--- src/rtl/alu_pipe_if.sv ---
// Operand/result handshake bundle between the operand sequencer, alu_pipe and the result sink.
// master = sequencer/sink side, slave = alu_pipe.
interface alu_pipe_if #(
    parameter int WIDTH = 8,
    parameter int TAG_W = 4
);
    logic             in_valid;
    logic             in_ready;
    logic [2:0]       op;
    logic [WIDTH-1:0] a;
    logic [WIDTH-1:0] b;
    logic [TAG_W-1:0] tag_in;
    logic             out_valid;
    logic             out_ready;
    logic [WIDTH-1:0] result;
    logic             carry;
    logic             zero;
    logic             negative;
    logic             overflow;
    logic [TAG_W-1:0] tag_out;

    modport master (
        output in_valid, op, a, b, tag_in, out_ready,
        input  in_ready, out_valid, result, carry, zero, negative, overflow, tag_out
    );

    modport slave (
        input  in_valid, op, a, b, tag_in, out_ready,
        output in_ready, out_valid, result, carry, zero, negative, overflow, tag_out
    );
endinterface

--- src/rtl/alu_pipe.sv ---
// Purpose: two-stage pipelined ALU (add/sub/and/or/xor/not/shr/shl) with C/Z/N/V flags and tag pass-through.
// Latency: beat accepted at edge N is presented on the output after edge N+1.
// Backpressure: valid/ready; in_ready = !s1_valid || s2_free, full throughput while out_ready is high.
module alu_pipe #(
    parameter int WIDTH = 8,
    parameter int TAG_W = 4
) (
    input  logic     clk,
    input  logic     rst_n,
    alu_pipe_if.slave bus
);
    localparam int MSB = WIDTH - 1;

    typedef struct packed {
        logic [2:0]       op;
        logic [WIDTH-1:0] a;
        logic [WIDTH-1:0] b;
        logic [TAG_W-1:0] tag;
    } beat_t;

    typedef struct packed {
        logic [WIDTH-1:0] result;
        logic             carry;
        logic             zero;
        logic             negative;
        logic             overflow;
        logic [TAG_W-1:0] tag;
    } res_t;

    logic       s1_valid;
    beat_t      s1_beat;
    logic       s2_valid;
    res_t       s2_res;
    res_t       s2_next;
    logic       s2_free;
    logic       s1_adv;
    logic       in_ready;
    logic       in_fire;

    logic [WIDTH:0]   sum;
    logic [WIDTH:0]   diff;
    logic [WIDTH:0]   shr_ext;
    logic [WIDTH:0]   shl_ext;
    logic [WIDTH-1:0] res_c;
    logic             carry_c;
    logic             ovf_c;

    assign s2_free  = !s2_valid || bus.out_ready;
    assign s1_adv   = s1_valid && s2_free;
    assign in_ready = !s1_valid || s2_free;
    assign in_fire  = bus.in_valid && in_ready;

    // One extra bit on each side of the shifts captures the last bit shifted out.
    always_comb begin
        sum     = {1'b0, s1_beat.a} + {1'b0, s1_beat.b};
        diff    = {1'b0, s1_beat.a} - {1'b0, s1_beat.b};
        shr_ext = {s1_beat.a, 1'b0} >> s1_beat.b;
        shl_ext = {1'b0, s1_beat.a} << s1_beat.b;
        res_c   = '0;
        carry_c = 1'b0;
        ovf_c   = 1'b0;
        case (s1_beat.op)
            3'b000: begin
                res_c   = sum[MSB:0];
                carry_c = sum[WIDTH];
                ovf_c   = (s1_beat.a[MSB] == s1_beat.b[MSB]) && (sum[MSB] != s1_beat.a[MSB]);
            end
            3'b001: begin
                res_c   = diff[MSB:0];
                carry_c = diff[WIDTH];
                ovf_c   = (s1_beat.a[MSB] != s1_beat.b[MSB]) && (diff[MSB] != s1_beat.a[MSB]);
            end
            3'b010: res_c = s1_beat.a & s1_beat.b;
            3'b011: res_c = s1_beat.a | s1_beat.b;
            3'b100: res_c = s1_beat.a ^ s1_beat.b;
            3'b101: res_c = ~s1_beat.a;
            3'b110: begin
                res_c   = shr_ext[WIDTH:1];
                carry_c = shr_ext[0];
            end
            default: begin
                res_c   = shl_ext[MSB:0];
                carry_c = shl_ext[WIDTH];
            end
        endcase

        s2_next          = '0;
        s2_next.result   = res_c;
        s2_next.carry    = carry_c;
        s2_next.zero     = (res_c == '0);
        s2_next.negative = res_c[MSB];
        s2_next.overflow = ovf_c;
        s2_next.tag      = s1_beat.tag;
    end

    always_ff @(posedge clk or negedge rst_n) begin
        if (!rst_n) begin
            s1_valid <= 1'b0;
            s1_beat  <= '0;
        end else if (in_fire) begin
            s1_valid <= 1'b1;
            s1_beat  <= {bus.op, bus.a, bus.b, bus.tag_in};
        end else if (s1_adv) begin
            s1_valid <= 1'b0;
        end
    end

    // Output registers only load on advance, so they hold steady while stalled.
    always_ff @(posedge clk or negedge rst_n) begin
        if (!rst_n) begin
            s2_valid <= 1'b0;
            s2_res   <= '0;
        end else if (s1_adv) begin
            s2_valid <= 1'b1;
            s2_res   <= s2_next;
        end else if (bus.out_ready) begin
            s2_valid <= 1'b0;
        end
    end

    assign bus.in_ready  = in_ready;
    assign bus.out_valid = s2_valid;
    assign bus.result    = s2_res.result;
    assign bus.carry     = s2_res.carry;
    assign bus.zero      = s2_res.zero;
    assign bus.negative  = s2_res.negative;
    assign bus.overflow  = s2_res.overflow;
    assign bus.tag_out   = s2_res.tag;
endmodule

--- src/flat_wrapper.sv ---
// flat-port wrapper written by rule: the top's interface ports become plain ports
module alu_pipe_flat 
#(
    parameter int WIDTH = 8,
    parameter int TAG_W = 4
)
  (clk, rst_n, bus_in_valid, bus_op, bus_a, bus_b, bus_tag_in, bus_out_ready, bus_in_ready, bus_out_valid, bus_result, bus_carry, bus_zero, bus_negative, bus_overflow, bus_tag_out);
  alu_pipe_if #(.WIDTH(WIDTH), .TAG_W(TAG_W)) bus_i ();
  input  logic clk;
  input  logic rst_n;
  input wire logic [$bits(bus_i.in_valid)-1:0] bus_in_valid;
  input wire logic [$bits(bus_i.op)-1:0] bus_op;
  input wire logic [$bits(bus_i.a)-1:0] bus_a;
  input wire logic [$bits(bus_i.b)-1:0] bus_b;
  input wire logic [$bits(bus_i.tag_in)-1:0] bus_tag_in;
  input wire logic [$bits(bus_i.out_ready)-1:0] bus_out_ready;
  output wire logic [$bits(bus_i.in_ready)-1:0] bus_in_ready;
  output wire logic [$bits(bus_i.out_valid)-1:0] bus_out_valid;
  output wire logic [$bits(bus_i.result)-1:0] bus_result;
  output wire logic [$bits(bus_i.carry)-1:0] bus_carry;
  output wire logic [$bits(bus_i.zero)-1:0] bus_zero;
  output wire logic [$bits(bus_i.negative)-1:0] bus_negative;
  output wire logic [$bits(bus_i.overflow)-1:0] bus_overflow;
  output wire logic [$bits(bus_i.tag_out)-1:0] bus_tag_out;
  assign bus_i.in_valid = bus_in_valid;
  assign bus_i.op = bus_op;
  assign bus_i.a = bus_a;
  assign bus_i.b = bus_b;
  assign bus_i.tag_in = bus_tag_in;
  assign bus_i.out_ready = bus_out_ready;
  assign bus_in_ready = bus_i.in_ready;
  assign bus_out_valid = bus_i.out_valid;
  assign bus_result = bus_i.result;
  assign bus_carry = bus_i.carry;
  assign bus_zero = bus_i.zero;
  assign bus_negative = bus_i.negative;
  assign bus_overflow = bus_i.overflow;
  assign bus_tag_out = bus_i.tag_out;
  alu_pipe #(.WIDTH(WIDTH), .TAG_W(TAG_W)) u_core (.clk(clk), .rst_n(rst_n), .bus(bus_i));
endmodule
--- config.mk ---
export PLATFORM = sky130hd
export DESIGN_NAME = alu_pipe_flat
export DESIGN_NICKNAME = d
export VERILOG_FILES = /design/src/rtl/alu_pipe_if.sv /design/src/rtl/alu_pipe.sv /design/src/flat_wrapper.sv
export SDC_FILE = /design/constraint.sdc
export NUM_CORES = 1
export LEC_CHECK = 0
export CAP_MARGIN = 20
export CELL_PAD_IN_SITES_DETAIL_PLACEMENT = 1
export CELL_PAD_IN_SITES_GLOBAL_PLACEMENT = 1
export CORE_ASPECT_RATIO = 1.25
export CORE_MARGIN = 2
export CORE_UTILIZATION = 35
export CTS_CLUSTER_DIAMETER = 120
export DETAILED_ROUTE_END_ITERATION = 7
export PLACE_DENSITY = 0.8
export SLEW_MARGIN = 20
export SYNTH_ARGS = -nofsm -noshare
export SYNTH_HDL_FRONTEND = slang
export SYNTH_SLANG_ARGS = --single-unit
--- constraint.sdc ---
create_clock -name clk -period 2.99 [get_ports clk]
set_clock_uncertainty 0.1 [all_clocks]
set_input_delay 0.299 -clock clk [delete_from_list [all_inputs] [get_ports clk]]
set_output_delay 0.299 -clock clk [all_outputs]
set_load 0.005 [all_outputs]
==> results.md <==
- Outcome: finished clean
- Count of standard-cell rows: 40
- First DRT Iteration DRCs: 219
- Antenna violations before repair: 0
- Master cell of the clock root buffer: sky130_fd_sc_hd__clkbuf_16
- Primary FF master, synth: sky130_fd_sc_hd__dfrtp_1
- Sequence of cells on the critical path: inv_1 -> ha_1 -> inv_1 -> mux2i_1 -> a21oi_1 -> o311ai_1 -> a41oi_1 -> o21ai_1 -> o41ai_2
- Placer congestion estimate: 0.982
- Number of synthesized flops with an enable pin: 0
- Port buffer count: 44
- Placement-stage worst setup slack: 0.214 ns
- Wire length of the first global-routing pass: 18.1 mm
- Buffers plus inverters on the worst setup path: 2
- Post-synthesis sequential area ratio: 29.2%
- Estimated wirelength of the detail-placed design: 8.68 mm
- Total power: 0.00262 W
- Most common cell in the synthesized netlist: sky130_fd_sc_hd__dfrtp_1
- Vias in the first global route: 3336
- Most Frequent Cell on Critical Path: sky130_fd_sc_hd__inv_1
- Summed negative setup slack over all endpoints: 0 ns
- Actual slew at the worst max-slew pin: 0.979 ns
- Synthesized cell area: 0.00343 mm^2
- Antenna Violating Nets Remaining: 0
- Logic gate share of total power: 49.2%
- Avg Cell Area, Syn: 9.28 um^2
- Count of antenna diodes in the layout: 0
- Count of fill cells added during filler insertion: 1090
- Internal: 0.00158 W
- Total area of sequential cells: 0.00100 mm^2
- CTS max path bufs: 2
- Yosys top cell by area: sky130_fd_sc_hd__dfrtp_1
- Via density per instance: 5.73
- Fin worst setup slack: 0.230 ns
- Multi-input gate area: 0.00217 mm^2
- Number of hold violations in the final report: 0
- Die Footprint: 0.0106 mm^2
- Layout overhead on the synthesized area: 21.6%
- Distinct cells, synth: 65
- Largest net degree at the start of global routing: 41
- Peak ir drop on the vdd network: 0.000418 V
- Number of buffers added for setup after CTS: 0
- Crit Path Max Fanout: 7
- Pre-antenna DRT Iters: 4
- Clock input transition at the sequential cells of the worst setup and hold paths: 0.07 ns
- Wire length reported by the detailed router: 11.3 mm
- Post-Syn Instances: 369
- TritonCTS sink count: 40
- Type of element launching the critical path: flip-flop
- Later-pin clock latency in the skew report: 0.29 ns
- Total congestion overflow after global routing: 0
- Worst Path Arrival: 2.85 ns
- Share of layout cells above drive strength 1: 18.4%
- Type of the most critical hold path: in -> async
- Type of element capturing the critical path: flip-flop
- Die Height: 115 um
- Via total after detailed routing: 3088
- Required time at the worst-slack endpoint: 3.08 ns
- Fraction of the cycle the final worst path needs: 92.3%
- DRC viols: 0
- Number of register bits inferred by synthesis: 40
- H-tree depth: 2
- Pwr/cell area: 628 mW/mm^2
- Synthesized netlist net count: 422
- Worst hold margin: 0.0609 ns
- Crit Reg-Reg Startpoint: u_core.s1_beat[9]
- TritonCTS clock tree: built
- Max Clock Freq: 362 MHz
- Unrepaired setup endpoints after global routing: false
- I/O pin count: 45
- Share of total power in the clock network: 21.0%
- Static leakage: 1.76 nW
- Power share of the sequential group: 29.8%
- P_sw: 0.00103 W
- Final setup violating endpoints: 0
- Max transition margin: 34.7%
- Critical path type: reg -> reg
- Share of the synthesized area in the top cell type: 29.2%
- Critical path's top delay family: compound AO/OA/AOI/OAI gates
- Final max-slew violation count: 0
- Reg2reg path depth: 9
- Share of flip-flops with an asynchronous set or reset after synthesis: 100%
- Die width: 92.5 um
- Tmin final: 2.76 ns
- Warnings, synthesis: 0
- Cell types with the highest counts after synthesis: 40 x sky130_fd_sc_hd__dfrtp_1, 31 x sky130_fd_sc_hd__mux2_2, 27 x sky130_fd_sc_hd__inv_1, 27 x sky130_fd_sc_hd__nand2_1, 24 x sky130_fd_sc_hd__ha_1
- Routed wirelength normalized by instance count: 21.0 um
- Worst reg2reg setup slack: 0.23 ns
- End of the worst register-to-register path: u_core.bus.zero
- Fraction of power spent switching nets: 39.5%
- Initial Util: 35.8%
- Maximum single-stage delay on the critical path: 0.49 ns
- Count of nets after finishing: 465
- Placeable core region: 0.00956 mm^2
- Largest cells by area after synthesis: sky130_fd_sc_hd__dfrtp_1 29%, sky130_fd_sc_hd__mux2_2 10%, sky130_fd_sc_hd__ha_1 8.8%
- Max-cap violations: 0
- Library cell contributing the largest single delay on the critical path: sky130_fd_sc_hd__dfrtp_1
- Inserted Clock Buffers: 5
- GRT Overall Usage: 22.4%
## power groups by stage
stage,registers [W],logic [W],clock network (W)
2_1_floorplan,0.000752,0.000814,0
3_3_place_gp,0.000778,0.00124,0
3_5_place_dp,0.000787,0.00128,0
4_1_cts,0.000779,0.00129,0.000560
5_1_grt,0.000797,0.00140,0.000581
6_report,0.000780,0.00129,0.000548
## how the worst max path moves through the flow
| stage | slack (ns) | depth (start not counted) | start | to |
|---|---|---|---|---|
| floorplan | 0.35 | 11 | u_core.s1_beat[5] | u_core.bus.zero |
| global placement | 0.34 | 10 | u_core.s1_beat[12] | u_core.bus.zero |
| detailed placement | 0.21 | 10 | u_core.s1_beat[12] | u_core.bus.zero |
| CTS | 0.22 | 10 | u_core.s1_beat[12] | u_core.bus.zero |
| global route | 0.05 | 9 | u_core.s1_beat[8] | u_core.bus.zero |
| finish | 0.23 | 9 | u_core.s1_beat[9] | u_core.bus.zero |
## layer usage
metal,global-route usage (%),part of all wire [%],vias up
met5,0,0,-
met4,13.3,5.1,0
met3,2.63,3.4,31
met2,40.4,53,95
met1,25.3,39,1527
li1,-,-,1435
## cell usage in the layout (no fill, tap or decap), drive strengths merged, types with 12 or more instances in the layout
cell type / instances
ha: 24
mux2: 31
inv: 27
nor3: 12
buf: 21
nor2: 15
a21oi: 19
dfrtp: 40
nand2: 27
o21ai: 17
clkdlybuf4s50: 43
mux2i: 12
## worst reg2reg max path, cell delays in order, from the launching register on
cell	delay, ns
sky130_fd_sc_hd__dfrtp_1	0.49
sky130_fd_sc_hd__inv_1	0.11
sky130_fd_sc_hd__ha_1	0.37
sky130_fd_sc_hd__inv_1	0.10
sky130_fd_sc_hd__mux2i_1	0.08
sky130_fd_sc_hd__a21oi_1	0.33
sky130_fd_sc_hd__o311ai_1	0.16
sky130_fd_sc_hd__a41oi_1	0.35
sky130_fd_sc_hd__o21ai_1	0.21
sky130_fd_sc_hd__o41ai_2	0.36
## area by class of cell
| class | instances | area share [%] |
|---|---|---|
| Tap cell | 126 | 3.78 |
| Clock inverter | 3 | 0.571 |
| Timing Repair Buffer | 64 | 14.1 |
| Sequential cell | 40 | 24.1 |
| Clock buffer | 5 | 3.00 |
| Inverter | 27 | 2.43 |
| Multi-Input combinational cell | 274 | 52.1 |
## kinds of logic (layout without fill, tap and decap cells)
kind of cell               count (synthesis)  in the layout  share of synthesized area (%)
and+or+nand+nor                           93             93                           14.3
AOI/OAI and AO/OA                        100            100                           20.8
buffers and inverters                     55             99                           7.41
adders and majority gates                 26             26                           9.93
xor gates and xnor gates                   8              8                           2.05
DFF                                       40             40                           29.2
muxes                                     47             47                           16.3
## flip-flops by register name, indices dropped and copies added (netlist names)
name,cells
u_core.s1_beat,23
u_core.bus.result,7
u_core.bus.tag_out,4
u_core.bus.carry,1
u_core.bus.negative,1
u_core.bus.out_valid,1
u_core.bus.overflow,1
u_core.bus.zero,1
u_core.s1_valid,1
## through the flow
step / cell area, um^2 / util (%) / instances
4_1_cts: 4170 / 43.6 / 539
2_1_floorplan: 3430 / - / 369
6_report: 4170 / 43.6 / 539
5_1_grt: 4170 / 43.6 / 539
3_5_place_dp: 4020 / 42.0 / 531
3_3_place_gp: 4020 / 42.0 / 531
## repair_timing
item | CTS | global route
setup endpoints to repair | 0 | 1
endpoints found under the hold margin | 0 | 0
hold buffers | 0 | 0
resized for setup | 0 | 1
No activity file was read; power rests on OpenSTA's default activity.
